**src/rtl/plane_bit_plotter.sv**
```systemverilog
// Bitplane pixel plotter: steps a 4:1 bit mux through the colour planes and
// packs the returned bits into a 4bpp, 8-pixel character row.
module plane_bit_plotter #(
    parameter bit TRANSPARENT_SKIP = 1'b1
) (
    input  logic        clk,
    input  logic        rst,
    input  logic        pix_valid,
    output logic        pix_ready,
    input  logic [3:0]  pix_color,
    input  logic [2:0]  pix_x,
    input  logic        flush,
    output logic [1:0]  mux_selector,
    output logic [3:0]  mux_data,
    input  logic        mux_bit,
    output logic        row_valid,
    input  logic        row_ready,
    output logic [31:0] row_data,
    output logic [7:0]  row_mask
);

    typedef enum logic [1:0] {IDLE, SCAN, OUT} state_t;

    state_t      r_state, w_next;
    logic [3:0]  r_c;
    logic [2:0]  r_x;
    logic [1:0]  r_k;
    logic [31:0] r_data;
    logic [7:0]  r_mask;

    logic        w_skip;
    logic [4:0]  w_bit_idx;
    logic [7:0]  w_mask_upd;

    assign w_skip     = TRANSPARENT_SKIP && (r_c == 4'h0);
    // bit 8k+7-X: plane k selects the byte, ~X is 7-X within it
    assign w_bit_idx  = {r_k, ~r_x};
    assign w_mask_upd = r_mask | (w_skip ? 8'h00 : (8'h80 >> r_x));

    always_ff @(posedge clk or posedge rst) begin
        if (rst) r_state <= IDLE;
        else     r_state <= w_next;
    end

    always_comb begin
        w_next = r_state;
        case (r_state)
            IDLE: begin
                if (pix_valid)                      w_next = SCAN;
                else if (flush && r_mask != 8'h00)  w_next = OUT;
            end
            SCAN: begin
                if (r_k == 2'd3) w_next = (w_mask_upd == 8'hFF) ? OUT : IDLE;
            end
            OUT: begin
                if (row_ready) w_next = IDLE;
            end
            default: w_next = IDLE;
        endcase
    end

    // k saturates at 3 so the selector holds its last value outside SCAN
    always_ff @(posedge clk or posedge rst) begin
        if (rst) begin
            r_c    <= 4'h0;
            r_x    <= 3'd0;
            r_k    <= 2'd0;
            r_data <= 32'h0;
            r_mask <= 8'h00;
        end else begin
            case (r_state)
                IDLE: begin
                    if (pix_valid) begin
                        r_c <= pix_color;
                        r_x <= pix_x;
                        r_k <= 2'd0;
                    end
                end
                SCAN: begin
                    if (!w_skip) r_data[w_bit_idx] <= mux_bit;
                    if (r_k != 2'd3)  r_k <= r_k + 2'd1;
                    else if (!w_skip) r_mask <= w_mask_upd;
                end
                OUT: begin
                    if (row_ready) begin
                        r_data <= 32'h0;
                        r_mask <= 8'h00;
                    end
                end
                default: ;
            endcase
        end
    end

    assign pix_ready    = (r_state == IDLE);
    assign row_valid    = (r_state == OUT);
    assign mux_selector = r_k;
    assign mux_data     = r_c;
    assign row_data     = r_data;
    assign row_mask     = r_mask;

endmodule

```
**config.mk**
```make
export PLATFORM = sky130hd
export DESIGN_NAME = plane_bit_plotter
export DESIGN_NICKNAME = d
export VERILOG_FILES = /design/src/rtl/plane_bit_plotter.sv
export SDC_FILE = /design/constraint.sdc
export NUM_CORES = 1
export LEC_CHECK = 0
export ABC_AREA = 1
export CAP_MARGIN = 20
export CORE_ASPECT_RATIO = 0.6
export CORE_MARGIN = 5
export CORE_UTILIZATION = 36
export DETAILED_ROUTE_END_ITERATION = 10
export PLACE_DENSITY = 0.6
export SYNTH_ARGS = -nofsm -noshare
export SYNTH_HDL_FRONTEND = slang
export SYNTH_SLANG_ARGS = --single-unit
```
**constraint.sdc**
```tcl
create_clock -name clk -period 1.65 [get_ports clk]
set_input_delay 0.165 -clock clk [delete_from_list [all_inputs] [get_ports clk]]
set_output_delay 0.165 -clock clk [all_outputs]
set_load 0.01 [all_outputs]
```
==> impl_metrics.tcl <==
set metrics [dict create \
    path_class "flip-flop to primary output" \
    crit_slowest_cell "clkdlybuf4s50_1" \
    peakVddDrop_v 0.0007924 \
    yosys.area_share.simple_pct 22.52 \
    hold_class "input port to asynchronous set/reset pin" \
    fmax_mhz 638.4 \
    final-hold-violation-count 0 \
    cap_violations 0 \
    area_growth_pct 33.68 \
    n_antenna_cell 0 \
    port_buffers 60 \
    setup_viol 0 \
    tns_ns 0 \
    async_flop_share_pct 100.0 \
    p_int_mw 3.896 \
    avgSynthCellArea_um2 7.923 \
    r2r_setup_slack_ns 0.18 \
    critPathMaxFanout 4 \
    finClkSkew_ns 0.005828 \
    ys_warn_count 0 \
    power.density_nw_per_um2 1932 \
    pwr-share-comb_pct 52.7 \
    rsz0062_at_grt "yes" \
    cp-start-kind "flip-flop" \
    syn_nets 348 \
    synth_top_family_by_area "simple AND/OR/NAND/NOR gates" \
    synth_ff_type "dfrtp_1" \
    synth_top_cell_by_area "dfrtp_1" \
    grt_pass1_vias 2186 \
    seqPwrFrac_pct 30.9 \
    cts_buffer_depth 2 \
    row_count 24 \
    num_io_pins 61 \
    yosysTopAreaCellShare_pct 48.66 \
    ys_seq_area_share_pct 48.66 \
    die_area_um2 9147 \
    gp_congestion 0.7838 \
    cpPeakStageDelay_ns 0.55 \
    cp.arrival_ns 1.40 \
    cts-root-buf "clkbuf_16" \
    die-height_um 76.11 \
    yosys_register_bits 51 \
    leakagePower_nw 1.543 \
    synth_cell_type_count 24 \
    fin_area_um2 3506 \
    crit_chain "nor2_1 > clkdlybuf4s50_1" \
    worstPathRequired_ns 1.48 \
    report.power.total_mw 6.773 \
    cts_sinks 51 \
    vias_per_cell 4.921 \
    synthAdderAreaFrac_pct 1.908 \
    synth_area_um2 2623 \
    cts_max_level 2 \
    switching_share_pct 42.47 \
    grt_antenna_before_repair 0 \
    layout_min_cycle_time_ns 1.566 \
    post-cts-setup-buffers 0 \
    synth_compound_area_share_pct 17.56 \
    ctsResizeCount 0 \
    worstSetupEndpointType "primary output" \
    wirelength_mm 7.067 \
    nets 406 \
    grt_first_pass_wirelength_mm 11.48 \
    grt_start_max_net_pins 52 \
    grtUsageTotal_pct 15.49 \
    start_util_pct 36.54 \
    drive_gt1_share_pct 7.949 \
    vias 2367 \
    clock_latency_ns 0.29 \
    slew_headroom_pct 72.52 \
    ant_nets 0 \
    syn_inst 331 \
    coreArea_um2 7177 \
    synth.most_common_cell "nand2_1" \
    dieWidth_um 120.2 \
    cts_buffers 5 \
    cts_tree "done" \
    tightest_slew_ns 0.4112 \
    postCtsHoldBufs 0 \
    hpwl_mm 5.054 \
    synth_edf_count 0 \
    period_share_pct 94.94 \
    postPlaceCellArea_um2 3343 \
    synth_xor_area_share_pct 0 \
    drc 0 \
    firstDrtPassIters 4 \
    synthTopCellsByArea "dfrtp_1 49%, nand2_1 17%, o31ai_1 8.0%" \
    synth_common_cells "120 x nand2_1, 51 x dfrtp_1, 33 x o21ai_0" \
    slew_violations 0 \
    clk_pin_slew_ns 0.06 \
    p_sw_mw 2.877 \
    status "finished, final reports clean" \
    pwr-share-clk_pct 16.4 \
    drt-initial-drc-count 146 \
    fillCellCount 716 \
    wl_per_cell_um 14.69 \
    synthMuxAreaShare_pct 1.718 \
    grt_overflow 0 \
]
## through the flow
step                hold WS (ns)  util, %  cells  setup WS (ns)
floorplan                 0.3155        -    331         0.2191
global route              0.2568    48.85    481      -0.002645
detailed placement        0.4685    46.58    473         0.1742
finish                    0.2360    48.85    481        0.08351
CTS                       0.2515    48.81    481        0.01942
global placement          0.4692    46.58    473         0.2068
## sequential cells by signal (all words and copies together), names as in the netlist
signal	count
row_mask	8
r_x	3
mux_data	4
mux_selector	2
row_data	32
r_state	2
## layer usage
metal	vias to the layer above	global-route usage (%)	share of wire, %
met5	-	0	0
met4	0	1.714	0.50
met3	5	4.451	6.6
met2	63	22.24	43
met1	1108	23.68	50
li1	1191	-	-
## layout make-up
| cell class | instances | area [um^2] | share of cell area [%] |
|---|---|---|---|
| flip-flops and latches | 51 | 1276 | 36.40 |
| well taps | 91 | 113.9 | 3.248 |
| inverters | 31 | 116.4 | 3.319 |
| clock inverters | 1 | 7.507 | 0.2141 |
| repair buffers | 67 | 693.2 | 19.77 |
| multi-input cells | 233 | 1146 | 32.69 |
| clock buffers | 7 | 152.6 | 4.354 |
## critical path: cells and delay by family, from the launching register on
kind          cells  cell delay (ns)
buf+inv           1             0.55
flops             1             0.42
simple gates      1             0.15
## cells in the final DEF (no fill, tap or decap), types with 2 or more instances in the layout
cell	instances
a21oi_1	4
buf_12	3
buf_4	4
clkbuf_16	5
clkbuf_8	2
clkdlybuf4s50_1	59
dfrtp_1	51
ha_1	4
inv_1	28
inv_2	3
mux2_2	4
nand2_1	120
nand2_2	4
nor2_1	19
o21ai_0	33
o21ai_1	8
o21ai_2	2
o31ai_1	28
## power groups by stage
stage               Sequential (mW)  Combinational, mW  Clock [mW]
finish                         2.09               3.57        1.11
global route                   2.16               3.97        1.21
floorplan                      2.24               1.93           0
global placement               2.11               3.52           0
CTS                            2.10               3.62        1.14
detailed placement             2.12               3.60           0
## final timing paths
path | end | startpoint | cells after the start
min reg2reg | row_data[29] | row_data[29] | 2
max reg2reg | row_data[12] | mux_selector[1] | 7
min | row_data[28] | rst | 3
max in group asynchronous | row_data[4] | rst | 3
min in group clk | r_x[2] | pix_x[2] | 3
max | pix_ready | r_state[1] | 2
## cell families after synthesis
| family | after synthesis |
|---|---|
| compound gates | 76 |
| buf+inv | 47 |
| fa+ha+maj | 4 |
| flops | 51 |
| simple gates | 149 |
| mux | 4 |
(Power assumes the default switching activity.)
